<file path="src/rtl/cmdout_subqueue_writer.sv">
// Writes multi-beat cmdout commands into per-accelerator circular subqueues
// in the shared cmdout BRAM, publishing each command by writing its header last.
module cmdout_subqueue_writer #(
    parameter int MAX_ACCS     = 16,
    parameter int SUBQUEUE_LEN = 64,
    parameter int VALID_BIT    = 63,
    parameter int RETRY_WAIT   = 4
) (
    input  logic                        aclk,
    input  logic                        interconnect_aresetn,
    input  logic                        cmdout_in_tvalid,
    output logic                        cmdout_in_tready,
    input  logic [$clog2(MAX_ACCS)-1:0] cmdout_in_tid,
    input  logic [63:0]                 cmdout_in_tdata,
    input  logic                        cmdout_in_tlast,
    output logic                        cmdout_queue_clk,
    output logic                        cmdout_queue_rst,
    output logic                        cmdout_queue_en,
    output logic [7:0]                  cmdout_queue_we,
    output logic [31:0]                 cmdout_queue_addr,
    output logic [63:0]                 cmdout_queue_din,
    input  logic [63:0]                 cmdout_queue_dout,
    output logic                        overflow_err
);

    localparam int TID_W    = $clog2(MAX_ACCS);
    localparam int SLOT_W   = $clog2(SUBQUEUE_LEN);
    localparam int ADDR_PAD = 32 - TID_W - SLOT_W - 3;
    localparam int WAIT_W   = (RETRY_WAIT > 1) ? $clog2(RETRY_WAIT) : 1;

    localparam logic [WAIT_W-1:0] WAIT_LAST =
        WAIT_W'((RETRY_WAIT > 0) ? RETRY_WAIT - 1 : 0);
    localparam logic [SLOT_W-1:0] CNT_LAST = SLOT_W'(SUBQUEUE_LEN - 1);

    typedef enum logic [2:0] {
        S_IDLE,
        S_RD,
        S_CHK,
        S_WAIT,
        S_PUB,
        S_DROP
    } state_t;

    state_t state, state_nx;

    logic [1:0]        rst_pipe;
    logic              rst_n;
    logic [TID_W-1:0]  cur_tid;
    logic [SLOT_W-1:0] slot;
    logic [SLOT_W-1:0] hdr_slot;
    logic [SLOT_W-1:0] cnt;
    logic              first;
    logic [63:0]       hdr_reg;
    logic [WAIT_W-1:0] wait_cnt;
    logic [SLOT_W-1:0] wptr [MAX_ACCS];

    logic              occupied;
    logic              accept;
    logic              q_en;
    logic [7:0]        q_we;
    logic [31:0]       q_addr;
    logic [63:0]       q_din;
    logic [63:0]       pub_word;
    logic              unused_dout;

    function automatic logic [31:0] addr_of(
        input logic [TID_W-1:0]  t,
        input logic [SLOT_W-1:0] s
    );
        return {{ADDR_PAD{1'b0}}, t, s, 3'b000};
    endfunction

    // Assert asynchronously, release on the clock to avoid metastable exits
    always_ff @(posedge aclk or negedge interconnect_aresetn) begin
        if (!interconnect_aresetn) begin
            rst_pipe <= 2'b00;
        end else begin
            rst_pipe <= {rst_pipe[0], 1'b1};
        end
    end

    assign rst_n = rst_pipe[1];

    assign occupied    = cmdout_queue_dout[VALID_BIT];
    assign unused_dout = ^cmdout_queue_dout;

    always_ff @(posedge aclk or negedge rst_n) begin
        if (!rst_n) begin
            state <= S_IDLE;
        end else begin
            state <= state_nx;
        end
    end

    always_comb begin
        state_nx = state;
        accept   = 1'b0;
        q_en     = 1'b0;
        q_we     = 8'h00;
        q_addr   = 32'h0;
        q_din    = 64'h0;
        pub_word = hdr_reg;
        pub_word[VALID_BIT] = 1'b1;
        cmdout_in_tready = 1'b0;
        unique case (state)
            S_IDLE: begin
                if (cmdout_in_tvalid) begin
                    state_nx = S_RD;
                end
            end
            S_RD: begin
                q_en     = 1'b1;
                q_addr   = addr_of(cur_tid, slot);
                state_nx = S_CHK;
            end
            S_CHK: begin
                if (occupied) begin
                    state_nx = (RETRY_WAIT == 0) ? S_RD : S_WAIT;
                end else begin
                    cmdout_in_tready = 1'b1;
                    if (cmdout_in_tvalid) begin
                        accept = 1'b1;
                        if (!first) begin
                            q_en   = 1'b1;
                            q_we   = 8'hFF;
                            q_addr = addr_of(cur_tid, slot);
                            q_din  = cmdout_in_tdata;
                        end
                        if (cmdout_in_tlast) begin
                            state_nx = S_PUB;
                        end else if (cnt == CNT_LAST) begin
                            state_nx = S_DROP;
                        end else begin
                            state_nx = S_RD;
                        end
                    end else begin
                        // Read data may be stale by the time the beat shows up
                        state_nx = S_RD;
                    end
                end
            end
            S_WAIT: begin
                if (wait_cnt == WAIT_LAST) begin
                    state_nx = S_RD;
                end
            end
            S_PUB: begin
                q_en     = 1'b1;
                q_we     = 8'hFF;
                q_addr   = addr_of(cur_tid, hdr_slot);
                q_din    = pub_word;
                state_nx = S_IDLE;
            end
            S_DROP: begin
                cmdout_in_tready = 1'b1;
                if (cmdout_in_tvalid && cmdout_in_tlast) begin
                    state_nx = S_IDLE;
                end
            end
            default: begin
                state_nx = S_IDLE;
            end
        endcase
    end

    always_ff @(posedge aclk or negedge rst_n) begin
        if (!rst_n) begin
            cur_tid      <= '0;
            slot         <= '0;
            hdr_slot     <= '0;
            cnt          <= '0;
            first        <= 1'b0;
            hdr_reg      <= 64'h0;
            wait_cnt     <= '0;
            overflow_err <= 1'b0;
            for (int i = 0; i < MAX_ACCS; i++) begin
                wptr[i] <= '0;
            end
        end else begin
            if (state == S_IDLE && cmdout_in_tvalid) begin
                cur_tid  <= cmdout_in_tid;
                slot     <= wptr[cmdout_in_tid];
                hdr_slot <= wptr[cmdout_in_tid];
                cnt      <= '0;
                first    <= 1'b1;
            end
            if (accept) begin
                if (first) begin
                    hdr_reg <= cmdout_in_tdata;
                end
                slot  <= slot + 1'b1;
                cnt   <= cnt + 1'b1;
                first <= 1'b0;
                if (!cmdout_in_tlast && cnt == CNT_LAST) begin
                    overflow_err <= 1'b1;
                end
            end
            if (state == S_CHK && occupied) begin
                wait_cnt <= '0;
            end else if (state == S_WAIT) begin
                wait_cnt <= wait_cnt + 1'b1;
            end
            if (state == S_PUB) begin
                wptr[cur_tid] <= slot;
            end
        end
    end

    assign cmdout_queue_clk  = aclk;
    assign cmdout_queue_rst  = ~interconnect_aresetn;
    assign cmdout_queue_en   = q_en;
    assign cmdout_queue_we   = q_we;
    assign cmdout_queue_addr = q_addr;
    assign cmdout_queue_din  = q_din;

endmodule

</file>
<file path="config.mk">
export PLATFORM = sky130hd
export DESIGN_NAME = cmdout_subqueue_writer
export DESIGN_NICKNAME = d
export VERILOG_FILES = /design/src/rtl/cmdout_subqueue_writer.sv
export SDC_FILE = /design/constraint.sdc
export NUM_CORES = 1
export LEC_CHECK = 0
export CAP_MARGIN = 40
export CORE_ASPECT_RATIO = 1.4
export CORE_MARGIN = 5
export CORE_UTILIZATION = 49
export CTS_CLUSTER_DIAMETER = 50
export DETAILED_ROUTE_END_ITERATION = 10
export MAX_ROUTING_LAYER = met4
export PLACE_DENSITY = 0.87
export SKIP_LAST_GASP = 1
export SYNTH_ARGS = -nofsm -noshare
export SYNTH_HDL_FRONTEND = slang
export SYNTH_SLANG_ARGS = --single-unit
</file>
<file path="constraint.sdc">
create_clock -name aclk -period 6.5 [get_ports aclk]
set_clock_uncertainty 0.15 [all_clocks]
set_input_delay 1.3 -clock aclk [delete_from_list [all_inputs] [get_ports aclk]]
set_output_delay 1.3 -clock aclk [all_outputs]
set_load 0.02 [all_outputs]
</file>
# Word-level counts from Yosys, hierarchy flattened
# Cells that the tools add are included.
dict set report word_totals {
  register_bits 190
  inputBits 136
  output_inout_bits 109
  wordCells 101
}
dict set report classes {
  add_sub_neg 3
  n_lt_le_gt_ge 3
  n_eq_ne 10
  mux 43
  bitwise_logic 3
  reduce_logical 13
}
# op n
set ops {}
lappend ops {{64-bit two-way mux} 3}
lappend ops {{64-bit case mux with 2 select lines} 1}
lappend ops {{96-bit bitwise mux} 1}
lappend ops {{6-bit two-way mux} 7}
lappend ops {{13-bit two-way mux} 3}
lappend ops {{13-bit case mux with 3 select lines} 1}
lappend ops {{6-bit binary-select mux with 4-bit select} 1}
lappend ops {{6-bit demux with 4-bit select} 1}
lappend ops {{8-bit two-way mux} 3}
lappend ops {{3-bit two-way mux} 7}
lappend ops {{8-bit case mux with 2 select lines} 1}
lappend ops {{3-bit case mux with 5 select lines} 1}
lappend ops {{6-bit by 1-bit adder with 6-bit output (second input constant)} 2}
lappend ops {{5-bit greater-or-equal comparator (second input constant)} 2}
lappend ops {{4-bit NOT with 5-bit output} 2}
lappend ops {{1-bit two-way mux} 9}
lappend ops {{3-bit by 2-bit == test with 1-bit output (second input constant)} 2}
lappend ops {{3-bit == test (second input constant)} 2}
lappend ops {{6-bit == test (second input constant)} 1}
lappend ops {{2-bit != test (second input constant)} 3}
lappend ops {{1-bit logical AND} 5}
lappend ops {{5-bit by 1-bit less-than comparator with 1-bit output (second input constant)} 1}
lappend ops {{2-bit two-way mux} 2}
lappend ops {{1-bit case mux with 2 select lines} 2}
lappend ops {{10 further kinds} 12}

# Depth between registers and ports, before layout
# Gate-level depths: netlist (run 1).
dict set report logic_depth {
  ltp_word 6
  mapped_depth 8
  depth_no_buf 5
}

==> results of run 1 <==
-- cells in the final DEF, fill, tap and decap left out, types with 4 or more instances in the layout --
master	instances
a21o_1	7
a22o_1	69
and2_1	4
and3_1	5
clkbuf_16	20
clkdlybuf4s50_1	158
conb_1	23
dfrtp_1	189
inv_8	6
mux2_2	159
mux2i_1	13
mux4_2	22
nand2_1	36
nand3_1	7
nand4_1	4
nor2_1	12
nor2b_1	7
o21ai_0	13
o22ai_1	5
-- layout make-up --
type | instances | area [um^2] | area share
Tap cell | 244 | 305.3 | 0.02657
Sequential cell | 190 | 4758 | 0.4141
Clock buffer | 21 | 510.5 | 0.04443
Timing Repair Buffer | 165 | 1694 | 0.1474
Multi-Input combinational cell | 435 | 4045 | 0.3521
Clock inverter | 15 | 165.2 | 0.01437
Inverter | 3 | 11.26 | 0.0009801
-- per-layer routing --
metal	global-route usage	vias to the layer above	wire length, um
li1	-	2745	-
met1	0.2378	3078	8386
met2	0.3607	224	11220
met3	0.04172	37	1357
met4	0.07877	0	494
met5	-	-	0
-- cells in the mapped netlist (all sizes together) (2+ instances only) --
master	number	area [um^2]
nand2b	3	18.77
mux2	159	1790
a21o	7	52.55
a21oi	3	15.01
buf	56	357.9
a2111oi	2	17.52
nor2	13	48.80
and3	5	31.28
a22o	69	604.3
a211o	3	26.28
mux2i	13	130.1
o22ai	5	31.28
or2	4	25.03
dfrtp	190	4755
a31oi	2	12.51
conb	2	7.510
ha	3	37.54
xnor2	2	17.52
nand4	4	25.02
clkbuf	26	97.59
nand3	7	35.03
inv	3	11.26
a311o	2	20.02
nand2	37	138.9
o21ai	13	65.06
o21bai	2	15.01
and2	4	25.02
nor2b	7	43.79
nor3b	3	27.52
nor3	4	35.03
mux4	22	495.5
-- report_power, final --
group / switching (mW) / internal, mW
Combinational: 0.313 / 0.364
Sequential: 0.213 / 1.42
Clock: 0.534 / 0.610
-- stage by stage --
step / hold WS, ns / area (um^2) / utilization / power, mW / setup slack, ns
after floorplan: 0.1812 / 9251 / - / 2.106 / 0.6635
after global placement: 0.1887 / 10770 / 0.5812 / 2.306 / 1.232
after detailed placement: 0.1999 / 10820 / 0.5842 / 2.353 / 1.223
after CTS: 0.2162 / 11490 / 0.6201 / 3.479 / 1.022
after global routing: 0.2241 / 11490 / 0.6201 / 3.615 / 1.013
final: 0.2088 / 11490 / 0.6201 / 3.452 / 1.031
-- worst max-delay path by stage --
| stage | to | depth (start not counted) |
|---|---|---|
| after floorplan | cnt[0] | 0 |
| after global placement | cmdout_queue_addr[11] | 8 |
| after detailed placement | cmdout_queue_addr[11] | 8 |
| after CTS | cmdout_queue_clk | 3 |
| after global routing | cmdout_queue_clk | 3 |
| final | cmdout_queue_clk | 3 |
-- logic make-up after synthesis --
| group | count (synthesis) |
|---|---|
| adder cells (fa/ha/maj) | 3 |
| AO/OA/AOI/OAI | 115 |
| other | 2 |
| flip-flops | 190 |
| XOR/XNOR | 3 |
| buffers and inverters | 85 |
| multiplexers | 194 |
| AND/OR/NAND/NOR | 97 |
==> flow_summary.json, run 1 <==
{
  "status": "complete, no violations",
  "startpoint_type": "clock port",
  "synth_compound_area_frac": 0.1014,
  "cp_common_cell": "clkbuf_16",
  "viasPerCell": 5.670,
  "core_um2": 18530,
  "diodes": 0,
  "drtAntennaViolNets": 0,
  "setup_tns_ns": 0,
  "syn2layout_area_growth_pct": 25.26,
  "cp_data_arrival_time_ns": 4.02,
  "port-buffer-count": 159,
  "yosys_warnings": 0,
  "cpLargestDelayFamily": "buffers and inverters",
  "cp_data_required_time_ns": 5.05,
  "hp-start": "rst_pipe[0]",
  "hold_viol": 0,
  "ys_ff_latch": 190,
  "async_flop_share": 1.000,
  "yosys.area_share.simple": 0.05825,
  "dieArea_um2": 21590,
  "vdd_drop_max_uv": 195.1,
  "slowest_delay_ns": 0.52,
  "slew_viol_final": 0,
  "synthAdderAreaFrac": 0.004092,
  "grt_pass1_wl_um": 34090,
  "min_path_type": "reg2reg",
  "cp-end-kind": "primary output",
  "grtUsageTotal": 0.2073,
  "rows": 59,
  "grt_overflow": 0,
  "antenna_found_initial": 0,
  "drt_iter0_drc": 450,
  "leakagePower_nw": 5.261,
  "synth_ff_type": "dfrtp_1",
  "post_cts_buffers": 0,
  "crit_slowest_cell": "clkdlybuf4s50_1",
  "finalWirelength_um": 21460,
  "fp.dieW_um": 125.6,
  "min_to": "rst_pipe[1]",
  "cts_hold_buf": 0,
  "ff2ff_path_depth": 5,
  "reg2reg_setup_slack_ns": 3.51,
  "wl_per_cell_um": 20.00,
  "drc": 0,
  "synth_area_um2": 9173,
  "largest_reg_flops": 96,
  "fillers": 1393,
  "ys_seq_area_frac": 0.5183,
  "holdPathStages": 0,
  "synthCells": 689,
  "grt_max_degree": 189,
  "worst-path-max-fanout": 2,
  "dp_cells": 1038,
  "grt_pass1_vias": 6245,
  "cts.clk_slew.worst_paths_ns": 0.07,
  "grt_setup_unrepaired": "false",
  "drive_above_1_share": 0.2895,
  "r2r_start": "state[1]",
  "cp-startpoint": "aclk",
  "slew_headroom": 0.3339,
  "start_util": 0.4950,
  "synth_edf_count": 0,
  "fin_cells": 1073,
  "synth_cell_types": 51,
  "setup-violations-final": 0,
  "path_class": "clk2out",
  "worst_pin_slew_ns": 0.9992,
  "syn_area_per_cell_um2": 13.31,
  "dieHeight_um": 171.9,
  "synth_top_family_by_area": "multiplexers",
  "cp_num_buf_inv": 3,
  "r2r-end": "hdr_reg[55]",
  "ctsResizeCount": 0,
  "io-pin-count": 245,
  "clk_latency_ns": 0.55,
  "synth-xor-area-share": 0.002865,
  "cts_tree": "built",
  "synth.area.mux_share": 0.2634,
  "dp_hpwl_um": 14760,
  "worstPathCellList": "clkbuf_16, clkbuf_16, clkdlybuf4s50_1",
  "first_pass_iters": 5,
  "vias": 6084,
  "fin_nets": 955,
  "cap_viol_max_count": 0,
  "p_per_area_nw_per_um2": 300.4,
  "gp_congestion": 0.8951
}
Power figures use the tool's default switching activity.
==> inputs of run 2 (changes only) <==
--- a/config.mk
+++ b/config.mk
@@ -8,11 +8,11 @@
 export CAP_MARGIN = 40
 export CORE_ASPECT_RATIO = 1.4
 export CORE_MARGIN = 5
-export CORE_UTILIZATION = 49
+export CORE_UTILIZATION = 44
 export CTS_CLUSTER_DIAMETER = 50
 export DETAILED_ROUTE_END_ITERATION = 10
 export MAX_ROUTING_LAYER = met4
-export PLACE_DENSITY = 0.87
+export PLACE_DENSITY = 0.83
 export SKIP_LAST_GASP = 1
 export SYNTH_ARGS = -nofsm -noshare
 export SYNTH_HDL_FRONTEND = slang
==> constraint.sdc (replaced) <==
create_clock -name aclk -period 4.7 [get_ports aclk]
set_clock_uncertainty 0.15 [all_clocks]
set_input_delay 0.94 -clock aclk [delete_from_list [all_inputs] [get_ports aclk]]
set_output_delay 0.94 -clock aclk [all_outputs]
set_load 0.02 [all_outputs]
==> run 2 against run 1 <==
Clock power up 43%. Critical path depth up 5. Via count down 0.64%. Combinational power up 37%. Register-to-register slack worse by 1.5 ns.
==> flow_summary.json, run 2 (synthesized netlist as in run 1, its figures left out) <==
{
  "wl_per_cell_um": 19.49,
  "grt_pass1_wl_um": 34980,
  "vdd_drop_max_uv": 280.8,
  "drt_iter0_drc": 295,
  "port-buffer-count": 159,
  "start_util": 0.4462,
  "setup-violations-final": 0,
  "setup_tns_ns": 0,
  "worst-path-max-fanout": 26,
  "power_frac_comb": 0.192,
  "ctsResizeCount": 0,
  "r2r-end": "slot[0]",
  "switching_power_mw": 1.409,
  "cp-startpoint": "cmdout_queue_dout[63]",
  "cp-endpoint": "cmdout_queue_addr[10]",
  "clk_latency_ns": 0.55,
  "grt_overflow": 0,
  "viasPerCell": 5.561,
  "rows": 62,
  "clock.fmax_mhz": 227.2,
  "cts_hold_buf": 0,
  "seqPwrFrac": 0.469,
  "first_pass_iters": 4,
  "slew_headroom": 0.4505,
  "min_path_type": "reg2reg",
  "post_cts_buffers": 0,
  "final_area_um2": 11520,
  "drc": 0,
  "clkPwrFrac": 0.339,
  "min_period_ns": 4.402,
  "path_class": "in2out",
  "leakagePower_nw": 5.260,
  "cts.clk_slew.worst_paths_ns": 0.07,
  "core_um2": 20560,
  "cts_tree": "built",
  "startpoint_type": "input port",
  "drtAntennaViolNets": 0,
  "cp_data_required_time_ns": 3.61,
  "vias": 6045,
  "hold_viol": 0,
  "fp.dieW_um": 132.0,
  "worst_pin_slew_ns": 0.8242,
  "fin_nets": 957,
  "period_share": 0.9367,
  "netSwitchingFraction": 0.2923,
  "grt_pass1_vias": 6354,
  "largest_reg_flops": 96,
  "dp_hpwl_um": 14530,
  "final_cell_mix": "dfrtp_1 (189), mux2_2 (159), clkdlybuf4s50_1 (158)",
  "syn2layout_area_growth_pct": 25.62,
  "gp_congestion": 0.8545,
  "p_int_mw": 3.413,
  "cp_data_arrival_time_ns": 3.31,
  "cp-end-kind": "primary output",
  "grt_setup_unrepaired": "false",
  "r2r_start": "state[0]",
  "drive_above_1_share": 0.2912,
  "grtUsageTotal": 0.1869,
  "reg2reg_setup_slack_ns": 2.05,
  "cap_viol_max_count": 0,
  "io-pin-count": 245,
  "slew_viol_final": 0,
  "antenna_found_initial": 0,
  "dieArea_um2": 23870,
  "dieHeight_um": 180.8,
  "status": "complete, no violations",
  "grt_max_degree": 134,
  "dpl_cell_area_um2": 10840,
  "diodes": 0,
  "layout_commonest_cell": "dfrtp_1",
  "p_per_area_nw_per_um2": 418.5,
  "ff2ff_path_depth": 5,
  "finalWirelength_um": 21180
}
==> run 2: cell types whose count changed in the layout (fill, tap and decap cells not counted), sizes merged <==
cell | previous run | this run
bufinv | 0 | 2
clkbuf | 20 | 21
inv | 13 | 11
clkinvlp | 0 | 3
clkinv | 5 | 1
buf | 8 | 10
==> run 2: power groups by stage <==
stage | Combinational [mW] | Sequential [mW] | Clock [mW]
finish | 0.926 | 2.26 | 1.63
global route | 1.02 | 2.31 | 1.75
CTS | 0.939 | 2.26 | 1.67
detailed placement | 0.936 | 2.29 | 0.0286
global placement | 0.907 | 2.27 | 0.0286
floorplan | 0.742 | 2.14 | 0.0249
==> run 2: per-layer routing <==
layer  GRT usage  wire, um  up-vias
li1            -         -     2756
met3     0.04702      1274       33
met4     0.06217       546        0
met1      0.2271      8651     3058
met2      0.3052     10710      198
met5           -         0        -
==> run 2: layout make-up <==
cell class / instances / area [um^2]
Clock buffer: 22 / 524.3
Clock inverter: 14 / 168.9
Fill cell: 1647 / 9035
Inverter: 3 / 11.26
Multi-Input combinational cell: 435 / 4045
Sequential cell: 190 / 4758
Tap cell: 256 / 320.3
Timing Repair Buffer: 167 / 1694
==> run 2: worst min path at each step <==
stage	from	end	cells past startpoint
6_report	rst_pipe[0]	rst_pipe[1]	0
3_5_place_dp	rst_pipe[0]	rst_pipe[1]	0
2_1_floorplan	rst_pipe[0]	rst_pipe[1]	0
5_1_grt	rst_pipe[0]	rst_pipe[1]	0
4_1_cts	rst_pipe[0]	rst_pipe[1]	0
3_3_place_gp	rst_pipe[0]	rst_pipe[1]	0
==> run 2: critical path, cell delays in order <==
cell	delay, ns
clkdlybuf4s50_1	0.44
nor2_1	0.22
nand2_1	0.14
nor3b_2	0.25
buf_12	0.21
o21bai_1	0.25
and2_1	0.20
clkdlybuf4s50_1	0.66
==> run 2: metrics by stage <==
stage / worst slack (ns) / hold slack [ns] / utilization / total power, mW / cells
floorplan: 1.126 / 0.1811 / - / 2.911 / 710
global placement: 0.3509 / 0.1836 / 0.5273 / 3.201 / 1052
detailed placement: 0.3015 / 0.1978 / 0.5273 / 3.257 / 1052
CTS: 0.2961 / 0.2137 / 0.5605 / 4.869 / 1087
global route: 0.2196 / 0.2277 / 0.5605 / 5.078 / 1087
finish: 0.2977 / 0.2074 / 0.5605 / 4.822 / 1087
